$ cat src/rtl/systolic_pkg.sv
// Shared types and helpers for the systolic array edge feeder.
package systolic_pkg;

  localparam int DATA_SIZE_DEFAULT = 8;
  localparam int OFFSET = 1 << (DATA_SIZE_DEFAULT - 1);

  typedef enum logic [1:0] {
    IDLE,
    CLEAR,
    STREAM,
    FLUSH
  } feeder_state_e;

  // Flips bit 'msb' of x, which maps a two's-complement value of width msb+1
  // onto offset-binary (adds 2^msb modulo 2^(msb+1)). Callers keep the low
  // msb+1 bits of the result.
  function automatic logic [63:0] ob_encode(input logic [63:0] x, input int msb);
    return x ^ (64'd1 << msb);
  endfunction

endpackage

$ cat src/rtl/skew_line.sv
// Fixed-depth register chain used to delay one lane of the feeder.
module skew_line #(
  parameter int WIDTH = 8,
  parameter int DEPTH = 1
) (
  input  logic             clk_i,
  input  logic             rst_ni,
  input  logic [WIDTH-1:0] d_i,
  output logic [WIDTH-1:0] q_o
);

  logic [WIDTH-1:0] stage_q [DEPTH];

  // Shift data one stage per clock; reset clears every stage to zero.
  always_ff @(posedge clk_i or negedge rst_ni) begin
    if (!rst_ni) begin
      for (int s = 0; s < DEPTH; s++) begin
        stage_q[s] <= '0;
      end
    end else begin
      stage_q[0] <= d_i;
      for (int s = 1; s < DEPTH; s++) begin
        stage_q[s] <= stage_q[s-1];
      end
    end
  end

  assign q_o = stage_q[DEPTH-1];

endmodule

$ cat src/rtl/systolic_input_feeder.sv
// West/north edge feeder for an N x N systolic PE array: accepts one k-slice
// per beat, offset-encodes every lane and skews lane i by i extra cycles.
module systolic_input_feeder
  import systolic_pkg::*;
#(
  parameter int data_size  = DATA_SIZE_DEFAULT,
  parameter int N          = 4,
  parameter int OFFSET_ENC = 1
) (
  input  logic                  clk,
  input  logic                  reset,
  input  logic                  start,
  output logic                  busy,
  input  logic                  in_valid,
  output logic                  in_ready,
  input  logic                  in_last,
  input  logic [N*data_size-1:0] in_a_vec,
  input  logic [N*data_size-1:0] in_b_vec,
  output logic [N*data_size-1:0] a_out,
  output logic [N*data_size-1:0] b_out,
  output logic                  pe_clear,
  output logic                  done
);

  localparam int CNT_W = $clog2(2 * N);
  localparam logic [CNT_W-1:0] FLUSH_LOAD = CNT_W'(2 * N - 1);

  feeder_state_e    state_q, state_d;
  logic [CNT_W-1:0] flushCnt_q, flushCnt_d;
  logic             done_q, done_d;
  logic             accept;

  // Lane encoder: offset-binary when enabled, otherwise the raw element.
  function automatic logic [data_size-1:0] encLane(input logic [data_size-1:0] x);
    logic [63:0] wide;
    wide = ob_encode(64'(x), data_size - 1);
    return (OFFSET_ENC != 0) ? wide[data_size-1:0] : x;
  endfunction

  // State, flush counter and the registered done pulse.
  always_ff @(posedge clk or negedge reset) begin
    if (!reset) begin
      state_q    <= IDLE;
      flushCnt_q <= '0;
      done_q     <= 1'b0;
    end else begin
      state_q    <= state_d;
      flushCnt_q <= flushCnt_d;
      done_q     <= done_d;
    end
  end

  // Next-state logic: the flush counter covers the skew plus the array traversal.
  always_comb begin
    state_d    = state_q;
    flushCnt_d = flushCnt_q;
    done_d     = 1'b0;
    unique case (state_q)
      IDLE: begin
        if (start) state_d = CLEAR;
      end
      CLEAR: begin
        state_d = STREAM;
      end
      STREAM: begin
        if (in_valid && in_last) begin
          flushCnt_d = FLUSH_LOAD;
          state_d    = FLUSH;
        end
      end
      FLUSH: begin
        if (flushCnt_q == '0) begin
          done_d  = 1'b1;
          state_d = IDLE;
        end else begin
          flushCnt_d = flushCnt_q - CNT_W'(1);
        end
      end
      default: begin
        state_d = IDLE;
      end
    endcase
  end

  // Outputs decoded purely from the registered state, so in_ready never sees in_valid.
  always_comb begin
    busy     = (state_q != IDLE);
    in_ready = (state_q == STREAM);
    pe_clear = (state_q == CLEAR);
  end

  assign accept = in_ready & in_valid;
  assign done   = done_q;

  // Lane i gets i+1 stages; idle cycles inject zeros so lanes stay aligned.
  for (genvar i = 0; i < N; i++) begin : g_lane
    logic [data_size-1:0] stageA, stageB;

    assign stageA = accept ? encLane(in_a_vec[i*data_size +: data_size]) : '0;
    assign stageB = accept ? encLane(in_b_vec[i*data_size +: data_size]) : '0;

    skew_line #(
      .WIDTH(data_size),
      .DEPTH(i + 1)
    ) u_skew_a (
      .clk_i (clk),
      .rst_ni(reset),
      .d_i   (stageA),
      .q_o   (a_out[i*data_size +: data_size])
    );

    skew_line #(
      .WIDTH(data_size),
      .DEPTH(i + 1)
    ) u_skew_b (
      .clk_i (clk),
      .rst_ni(reset),
      .d_i   (stageB),
      .q_o   (b_out[i*data_size +: data_size])
    );
  end

endmodule
$ cat config.mk
export PLATFORM = sky130hd
export DESIGN_NAME = systolic_input_feeder
export DESIGN_NICKNAME = d
export VERILOG_FILES = /design/src/rtl/systolic_pkg.sv /design/src/rtl/skew_line.sv /design/src/rtl/systolic_input_feeder.sv
export SDC_FILE = /design/constraint.sdc
export NUM_CORES = 1
export LEC_CHECK = 0
export ABC_AREA = 1
export BUFFER_PORTS_ARGS = -buffer_cell sky130_fd_sc_hd__buf_4
export CAP_MARGIN = 20
export CORE_MARGIN = 2
export CORE_UTILIZATION = 56
export CTS_CLUSTER_SIZE = 28
export DETAILED_ROUTE_END_ITERATION = 10
export HOLD_SLACK_MARGIN = 0.12
export PLACE_DENSITY = 0.93
export SYNTH_ARGS = -nofsm -noshare
export SYNTH_HDL_FRONTEND = slang
export SYNTH_SLANG_ARGS = --single-unit
export TNS_END_PERCENT = 50
$ cat constraint.sdc
create_clock -name clk -period 2.3 [get_ports clk]
set_input_delay 0.115 -clock clk [delete_from_list [all_inputs] [get_ports clk]]
set_output_delay 0.115 -clock clk [all_outputs]
set_load 0.02 [all_outputs]
Yosys cells after proc, flatten, opt, wreduce, memory -nomap -nowiden
Cells that the tools add are included.
{"block": "op_classes", "multipliers": 0, "bitwise_logic": 9, "reduce_logical": 7, "addsub": 1, "eq_ne": 7, "mux": 17, "shift": 0, "n_div": 0, "order_cmp": 0}
{"operator": "2-to-1 mux 8 bit", "count": 8}
{"operator": "inverter 1 bit", "count": 8}
{"operator": "one-hot mux 2 bit (4 select lines)", "count": 1}
{"operator": "2-to-1 mux 2 bit", "count": 3}
{"operator": "2-to-1 mux 3 bit", "count": 2}
{"operator": "inequality test 2 bit (second input constant)", "count": 3}
{"operator": "one-hot mux 3 bit (2 select lines)", "count": 1}
{"operator": "AND reduction 3 bit", "count": 2}
{"operator": "== test 2 bit (second input constant)", "count": 2}
{"operator": "nonzero test 2 bit", "count": 2}
{"operator": "zero test 3 bit", "count": 1}
{"operator": "subtractor 3 x 1 -> 3 bit (second input constant)", "count": 1}
{"operator": "== test 2 x 1 -> 1 bit (second input constant)", "count": 1}
{"operator": "zero test 2 bit", "count": 1}
{"operator": "2-to-1 mux 1 bit", "count": 2}
{"operator": "inequality test 2 x 1 -> 1 bit (second input constant)", "count": 1}
{"operator": "bitwise AND 1 bit", "count": 1}
{"operator": "logical AND 1 bit", "count": 1}
{"block": "word_totals", "n_memories": 0, "in_bits": 69, "reg_bits": 166, "mem_bits_ro": 0, "ram_bits": 0, "latchBits": 0, "out_inout_bits": 68, "wordCells": 64}

Logic depth before layout (Yosys ltp)
Gate-level depths: netlist of the first run.
{"block": "logic_depth", "depth_word": 3, "ltp_mapped": 7, "ltp_nobuf": 7}

Cells and area by module
From an unflattened synthesis of the first run, not the netlist that was laid out.
{"block": "unflattened", "hier_cells": 390, "hier_area_um2": 5303.8}
{"mod": "skew_line at g_lane[3].u_skew_a ...", "n_inst": 2, "cells_per_inst": 40, "seq_area_each_um2": 800.8, "area_per_inst_um2": 860.8}
{"mod": "skew_line at g_lane[2].u_skew_a ...", "n_inst": 2, "cells_per_inst": 32, "seq_area_each_um2": 600.6, "area_per_inst_um2": 660.6}
{"mod": "systolic_input_feeder", "n_inst": 1, "cells_per_inst": 182, "seq_area_each_um2": 150.1, "area_per_inst_um2": 939.7}
{"mod": "skew_line at g_lane[1].u_skew_a ...", "n_inst": 2, "cells_per_inst": 24, "seq_area_each_um2": 400.4, "area_per_inst_um2": 460.4}
{"mod": "skew_line at g_lane[0].u_skew_a ...", "n_inst": 2, "cells_per_inst": 8, "seq_area_each_um2": 200.2, "area_per_inst_um2": 200.2}

Worst setup path after synthesis of the first run
Ideal clock, no wire load.
{"block": "synth_path", "path_type": "reg2reg", "startpoint": "register state_q[0]", "endpoint": "register g_lane[0].u_skew_a.stage_q (netlist bit g_lane[0].u_skew_a.q_o[0])", "setup_time_ns": 0.071, "path_buffers": 1, "stages_incl_launch_ff": 6, "path_slack_ns": 0.961, "t_arrival_ns": 1.268, "t_required_ns": 2.229, "period_less_slack_ns": 1.339, "path_cell_list": "dfrtp_1 inv_1 ha_1 nand2_2 clkbuf_8 nor2_1"}
{"block": "synth_between", "elab_chain_cells": 3}
{"item": "from (decl)", "line": "systolic_input_feeder.sv:28", "source": "feeder_state_e state_q, state_d;"}
{"item": "from (signal assigned)", "line": "systolic_input_feeder.sv:47", "source": "state_q <= state_d;"}
{"item": "== test 2 bit", "line": "systolic_input_feeder.sv:88", "source": "in_ready = (state_q == STREAM);"}
{"item": "via in_ready", "line": "systolic_input_feeder.sv:15", "source": "output logic in_ready,"}
{"item": "bitwise AND 1 bit", "line": "systolic_input_feeder.sv:92", "source": "assign accept = in_ready & in_valid;"}
{"item": "2-to-1 mux 8 bit", "line": "systolic_input_feeder.sv:99", "source": "assign stageA = accept ? encLane(in_a_vec[i*data_size +: data_size]) : '0;"}
{"item": "via g_lane[0].stageA[0]", "line": "systolic_input_feeder.sv:97", "source": "logic [data_size-1:0] stageA, stageB;"}
{"item": "to (signal, indexed assignment)", "line": "skew_line.sv:23", "source": "stage_q[s] <= stage_q[s-1];"}
{"item": "to (decl)", "line": "skew_line.sv:12", "source": "logic [WIDTH-1:0] stage_q [DEPTH];"}
The timed path passes the listed nets, and every way through them passes these cells.
A chain may end at the register's enable or synchronous reset.

Worst setup path after layout of the first run
{"block": "layout_path", "startpoint": "register state_q[0]", "endpoint": "register g_lane[2].u_skew_b.stage_q[21] (netlist bit)"}
{"block": "layout_between", "elab_chain_cells": 3}
{"item": "== test 2 bit", "line": "systolic_input_feeder.sv:88"}
{"item": "bitwise AND 1 bit", "line": "systolic_input_feeder.sv:92"}
{"item": "2-to-1 mux 8 bit", "line": "systolic_input_feeder.sv:100", "source": "assign stageB = accept ? encLane(in_b_vec[i*data_size +: data_size]) : '0;"}
{"item": "via g_lane[2].stageB[5]", "line": "systolic_input_feeder.sv:97"}
{"item": "to (signal, indexed assignment)", "line": "skew_line.sv:23"}
{"item": "to (decl)", "line": "skew_line.sv:12"}
The timed path passes the listed nets, and every way through them passes these cells.

==> impl_metrics.py, run 1 <==
metrics = {
    "run_status": {
        "status": "finished, final reports clean",
    },
    "floorplan": {
        "die_height_um": 101,
        "rows": 35,
        "num_io_pins": 137,
        "die_w_um": 101,
        "coreArea_sq_mm": 0.00920,
        "start_util_pct": 57.7,
        "dieArea_sq_mm": 0.0103,
    },
    "synth": {
        "synth_flop_cell": "dfrtp_1",
        "async_reset_ff_share_pct": 100,
        "syn_inst": 390,
        "yosys_register_bits": 166,
        "synth_area_sq_mm": 0.00530,
        "synth_edf_count": 0,
        "yosys-top-cells-area": "dfrtp_1 78%, buf_4 6.8%, inv_1 4.7%, nor2_1 4.5%, nand2_1 1.6%",
        "ys_types": 10,
        "synth.avg_cell_area_sq_um": 13.6,
        "syn-num-nets": 465,
        "synth.top_cell.area_share_pct": 78.3,
        "synth_top_area_cell": "dfrtp_1",
        "synth_most_common_cell": "dfrtp_1",
        "synth_warnings": 0,
        "yosysSeqAreaShare_pct": 78.3,
        "synth_common_cells": "166 x dfrtp_1, 67 x inv_1, 64 x nor2_1, 48 x buf_4, 23 x nand2_1",
    },
    "cells_and_area": {
        "fin_area_sq_mm": 0.00758,
        "drive_gt1_share_pct": 28.9,
        "num-nets-final": 660,
        "syn_to_final_growth_pct": 42.9,
        "instances_no_fill": 709,
        "num_antenna_cells": 0,
    },
    "worst_setup_path": {
        "crit_required_ns": 2.69,
        "r2r-end": "g_lane[2].u_skew_b.stage_q[21]$_DFF_PN0_",
        "end_kind": "register",
        "r2r_cells": 6,
        "endpoint": "g_lane[2].u_skew_b.stage_q[21]$_DFF_PN0_",
        "crit_fanout": 26,
        "r2r_slack_ns": 0.37,
        "worstSetupPathType": "register to register",
        "cp.arrival_ns": 2.33,
        "cp-start-kind": "register",
        "reg2reg_from": "state_q[0]$_DFFE_PN0P_",
        "crit_start": "state_q[0]$_DFFE_PN0P_",
    },
    "cts": {
        "cts_made_buffers": 17,
        "htreeDepth": 4,
        "clk_latency_ns": 0.52,
        "root_buffer": "clkbuf_8",
        "post-cts-setup-buffers": 0,
        "clock_sinks": 166,
        "path_clk_slew_ns": 0.07,
        "clockBufferDepth": 2,
        "cts_hold_buf": 90,
        "cts_resized": 0,
        "cts_tree": "built",
    },
    "placed_design": {
        "io_buffers": 136,
        "dp.cells": 587,
        "post-dp-hpwl_mm": 5.59,
        "placed_area_sq_mm": 0.00608,
        "place_congestion": 0.690,
    },
    "power_and_ir_drop": {
        "power_density_mw_per_mm2": 1030,
        "power_uw": 7770,
        "vdd_ir_drop_max_v": 0.000753,
        "power_leakage_uw": 0.00433,
    },
    "global_route": {
        "antenna_found_initial": 0,
        "grt_max_degree": 69,
        "grt_first_pass_wirelength_mm": 16.8,
        "grt_pass1_vias": 3473,
        "overflow": 0,
        "grt_usage_pct": 22.4,
    },
    "sta": {
        "worstMarginPinSlew_ns": 0.612,
        "period_share_pct": 84.0,
        "fmax_mhz": 517,
        "final.setup.tns_ns": 0,
        "grt_setup_unrepaired": "no",
        "timing.hold.ws_ns": 0.131,
        "layout_min_cycle_time_ns": 1.93,
        "slew-limit-headroom_pct": 59.2,
        "setup_viol": 0,
        "finalMaxSlewViolations": 0,
        "clock_skew_ns": 0.00652,
        "hold_violations": 0,
    },
    "routing": {
        "via_count": 3099,
        "wl_per_cell_um": 14.5,
        "drc_errors": 0,
        "routed_wl_mm": 10.3,
        "firstDrtPassIters": 6,
        "detail-route-antenna-nets": 0,
        "drt-initial-drc-count": 88,
        "viasPerCell": 4.37,
    },
    "job": {
        "drv_cap": 0,
    },
    "worst_hold_path": {
        "worstHoldPathType": "input pin to register",
    },
}
-- routing by layer --
layer / track usage (%) / up-vias / part of all wire (%)
li1: - / 1475 / -
met1: 25.0 / 1475 / 37
met2: 40.2 / 122 / 55
met3: 5.45 / 27 / 5.2
met4: 10.9 / 0 / 2.9
met5: 0 / - / 0
-- final cells by class --
cell class / count / area [sq um]
Sequential cell: 166 / 4150
Tap cell: 111 / 139
Clock inverter: 15 / 183
Multi-Input combinational cell: 103 / 455
Clock buffer: 17 / 414
Timing Repair Buffer: 230 / 1980
Inverter: 67 / 251
Fill cell: 489 / 1620
-- registers in the layout, summed over array words and instances (netlist names) --
signal and count:
flushCnt_q 3, g_lane.u_skew_a.stage_q 48, done 1, state_q 2
g_lane.u_skew_b.q_o 32, g_lane.u_skew_b.stage_q 48, g_lane.u_skew_a.q_o 32
-- cells by family (layout without fill, tap and decap cells) --
| group | Yosys count | after routing | synth area share [%] |
|---|---|---|---|
| fa+ha+maj | 6 | 6 | 1.42 |
| buf+inv | 121 | 329 | 13.1 |
| flops | 166 | 166 | 78.3 |
| simple gates | 97 | 97 | 7.17 |
-- critical path, cell delays in order, from the launching register on --
cell and delay [ns]:
dfrtp_1 0.40, inv_1 0.10, ha_1 0.27, nand2_2 0.09
buf_4 0.28, nor2_1 0.08, dlygate4sd3_1 0.57
-- cells in the final DEF (no fill, tap or decap) --
cell and n:
dfrtp_1 166, buf_4 137, dlygate4sd3_1 90, inv_1 67, nor2_1 64, nand2_1 23, clkbuf_16 16, nand3_1 7
ha_1 6, inv_6 6, inv_8 3, nand4_1 2, clkinvlp_4 2, bufinv_16 2, buf_12 2, nand2_2 1
clkbuf_8 1, clkinv_8 1, clkinv_2 1, buf_6 1
-- metrics by stage --
| stage | utilization [%] | setup WS, ns |
|---|---|---|
| 6_report | 82.4 | 0.367 |
| 5_1_grt | 82.4 | 0.267 |
| 4_1_cts | 82.4 | 0.446 |
| 3_5_place_dp | 66.1 | 0.870 |
| 3_3_place_gp | 66.1 | 0.989 |
| 2_1_floorplan | - | 0.961 |
-- worst min-delay path by stage --
stage / start / end / cells past startpoint
after floorplan: reset / done$_DFF_PN0_ / 0
after global placement: reset / g_lane[3].u_skew_b.q_o[2]$_DFF_PN0_ / 1
after detailed placement: reset / g_lane[3].u_skew_a.q_o[2]$_DFF_PN0_ / 1
after CTS: in_valid / g_lane[2].u_skew_b.stage_q[16]$_DFF_PN0_ / 4
after global routing: in_valid / g_lane[2].u_skew_b.stage_q[16]$_DFF_PN0_ / 4
final: in_valid / g_lane[2].u_skew_b.stage_q[16]$_DFF_PN0_ / 4
-- report_power, final --
group	switching, uW	internal (uW)
Combinational	848	629
Sequential	151	3350
Clock	1200	1590
No activity file was read; power rests on OpenSTA's default activity.
==> inputs of run 2 (changes only) <==
--- a/config.mk
+++ b/config.mk
@@ -9,11 +9,11 @@
 export BUFFER_PORTS_ARGS = -buffer_cell sky130_fd_sc_hd__buf_4
 export CAP_MARGIN = 20
 export CORE_MARGIN = 2
-export CORE_UTILIZATION = 56
+export CORE_UTILIZATION = 52
 export CTS_CLUSTER_SIZE = 28
 export DETAILED_ROUTE_END_ITERATION = 10
 export HOLD_SLACK_MARGIN = 0.12
-export PLACE_DENSITY = 0.93
+export PLACE_DENSITY = 0.88
 export SYNTH_ARGS = -nofsm -noshare
 export SYNTH_HDL_FRONTEND = slang
 export SYNTH_SLANG_ARGS = --single-unit
==> constraint.sdc (replaced) <==
create_clock -name clk -period 1.9 [get_ports clk]
set_input_delay 0.095 -clock clk [delete_from_list [all_inputs] [get_ports clk]]
set_output_delay 0.095 -clock clk [all_outputs]
set_load 0.02 [all_outputs]
==> run 2 against run 1 <==
Clock power rose by 13%; fmax increased by 3.6%; sequential share of layout area decreased by 2.3 points; clock-buffer cell count rose by 1; largest power group unchanged.
==> impl_metrics.py, run 2 (synthesis results as in run 1) <==
metrics = {
    "global_route": {
        "overflow": 0,
        "grt_first_pass_wirelength_mm": 18.9,
        "grt_usage_pct": 22.9,
        "grt_pass1_vias": 3819,
        "antenna_found_initial": 1,
        "grt_max_degree": 70,
    },
    "cts": {
        "clk_latency_ns": 0.51,
        "clock_sinks": 166,
        "cts_tree": "built",
        "path_clk_slew_ns": 0.07,
        "clockBufferDepth": 2,
        "cts_made_buffers": 17,
        "htreeDepth": 4,
        "root_buffer": "clkbuf_8",
    },
    "worst_setup_path": {
        "end_kind": "register",
        "cp.arrival_ns": 2.25,
        "crit_required_ns": 2.28,
        "worstSetupPathType": "register to register",
        "path_cells": "inv_2 -> ha_4 -> nand2_2 -> buf_12 -> nor2_1 -> dlygate4sd3_1",
        "slowest_stage": "dlygate4sd3_1",
        "cpPeakStageDelay_ns": 0.59,
        "crit_fanout": 32,
        "cp-start-kind": "register",
    },
    "routing": {
        "viasPerCell": 4.42,
        "drt-initial-drc-count": 100,
        "drc_errors": 0,
        "wl_per_cell_um": 16.0,
        "firstDrtPassIters": 4,
        "routed_wl_mm": 12.2,
        "via_count": 3362,
        "detail-route-antenna-nets": 0,
    },
    "power_and_ir_drop": {
        "power_density_mw_per_mm2": 1200,
        "power_leakage_uw": 0.00451,
        "vdd_ir_drop_max_v": 0.000751,
    },
    "cells_and_area": {
        "layout.cells.most_common": "dfrtp_1",
        "n_fill_cell": 500,
        "drive_gt1_share_pct": 27.9,
        "finish.utilization_pct": 80.5,
        "num-nets-final": 690,
        "final_cell_mix": "166 x dfrtp_1, 135 x buf_4, 120 x dlygate4sd3_1",
        "instances_no_fill": 761,
        "syn_to_final_growth_pct": 49.1,
        "top_regs": "g_lane.u_skew_a.stage_q (48), g_lane.u_skew_b.stage_q (48)",
    },
    "sta": {
        "period_share_pct": 98.2,
        "hold_violations": 0,
        "layout_min_cycle_time_ns": 1.87,
        "finalMaxSlewViolations": 0,
        "slew-limit-headroom_pct": 71.8,
        "fmax_mhz": 536,
        "worstMarginPinSlew_ns": 0.423,
        "setup_viol": 0,
        "timing.hold.ws_ns": 0.342,
        "clock_skew_ns": 0.00763,
    },
    "floorplan": {
        "dieArea_sq_mm": 0.0110,
        "start_util_pct": 54.0,
        "coreArea_sq_mm": 0.00982,
        "num_io_pins": 137,
        "die_w_um": 105,
        "rows": 36,
        "die_height_um": 105,
    },
    "run_status": {
        "status": "finished, final reports clean",
    },
    "placed_design": {
        "place_congestion": 0.772,
        "post-dp-hpwl_mm": 5.75,
        "io_buffers": 136,
        "dp.cells": 608,
    },
    "job": {
        "drv_cap": 0,
    },
    "worst_hold_path": {
        "worstHoldPathType": "register to register",
    },
}
## run 2: layout make-up
cell class,instances,area [sq um],area share (%)
Antenna cell,1,2.50,0.0316
Clock buffer,18,428,5.41
Clock inverter,13,124,1.57
Inverter,67,251,3.18
Multi-Input combinational cell,103,470,5.95
Sequential cell,166,4150,52.5
Tap cell,133,166,2.10
Timing Repair Buffer,260,2310,29.2
## run 2: path summary, 6_finish.rpt
path	startpoint	to	slack [ns]	cells after the start
worst min-delay path	g_lane[1].u_skew_a.stage_q[11]$_DFF_PN0_	g_lane[1].u_skew_a.q_o[3]$_DFF_PN0_	0.34	0
worst max-delay path	state_q[0]$_DFFE_PN0P_	g_lane[3].u_skew_b.stage_q[31]$_DFF_PN0_	0.03	6
worst min register to register	g_lane[1].u_skew_a.stage_q[11]$_DFF_PN0_	g_lane[1].u_skew_a.q_o[3]$_DFF_PN0_	0.34	0
worst max register to register	state_q[0]$_DFFE_PN0P_	g_lane[3].u_skew_b.stage_q[31]$_DFF_PN0_	0.03	6
max in group asynchronous	reset	g_lane[1].u_skew_b.stage_q[15]$_DFF_PN0_	0.59	4
min in group asynchronous	reset	g_lane[3].u_skew_a.q_o[5]$_DFF_PN0_	0.62	3
## run 2: stage by stage
stage          TNS (ns)  setup WS (ns)  area (sq um)  power, uW
4_1_cts               0         0.0137          7870       9320
2_1_floorplan         0          0.561          5300       5320
3_3_place_gp          0          0.654          6110       5710
6_report              0         0.0349          7910       9450
3_5_place_dp          0          0.530          6110       5820
5_1_grt         -0.0164       -0.00947          7910       9870
## run 2: metal layers
layer / wire length [um] / global-route usage, % / vias to the layer above
li1: - / - / 1532
met1: 4510 / 24.5 / 1687
met2: 6900 / 43.4 / 118
met3: 527 / 5.55 / 25
met4: 253 / 8.76 / 0
met5: 0 / 0 / -
## run 2: worst max-delay path, delay by kind of cell, from the launching register on
kind,cells,cell delay [ns]
buffers and inverters,3,0.90
and+or+nand+nor,2,0.19
DFF,1,0.46
adders and majority gates,1,0.19
## run 2: timing repair
| item | 4_1_cts | 5_1_grt |
|---|---|---|
| buffers inserted | 0 | 0 |
| hold buffers | 120 | 0 |
| hold endpoints to repair | 235 | 0 |
| setup endpoints to repair | 0 | 50 |
| resized for setup | 0 | 4 |
## run 2: report_power, final
| part | leakage [uW] | switching (uW) | internal (uW) |
|---|---|---|---|
| registers | 0.00227 | 220 | 4050 |
| logic | 0.00198 | 1080 | 924 |
| clock network | 0.000270 | 1380 | 1780 |
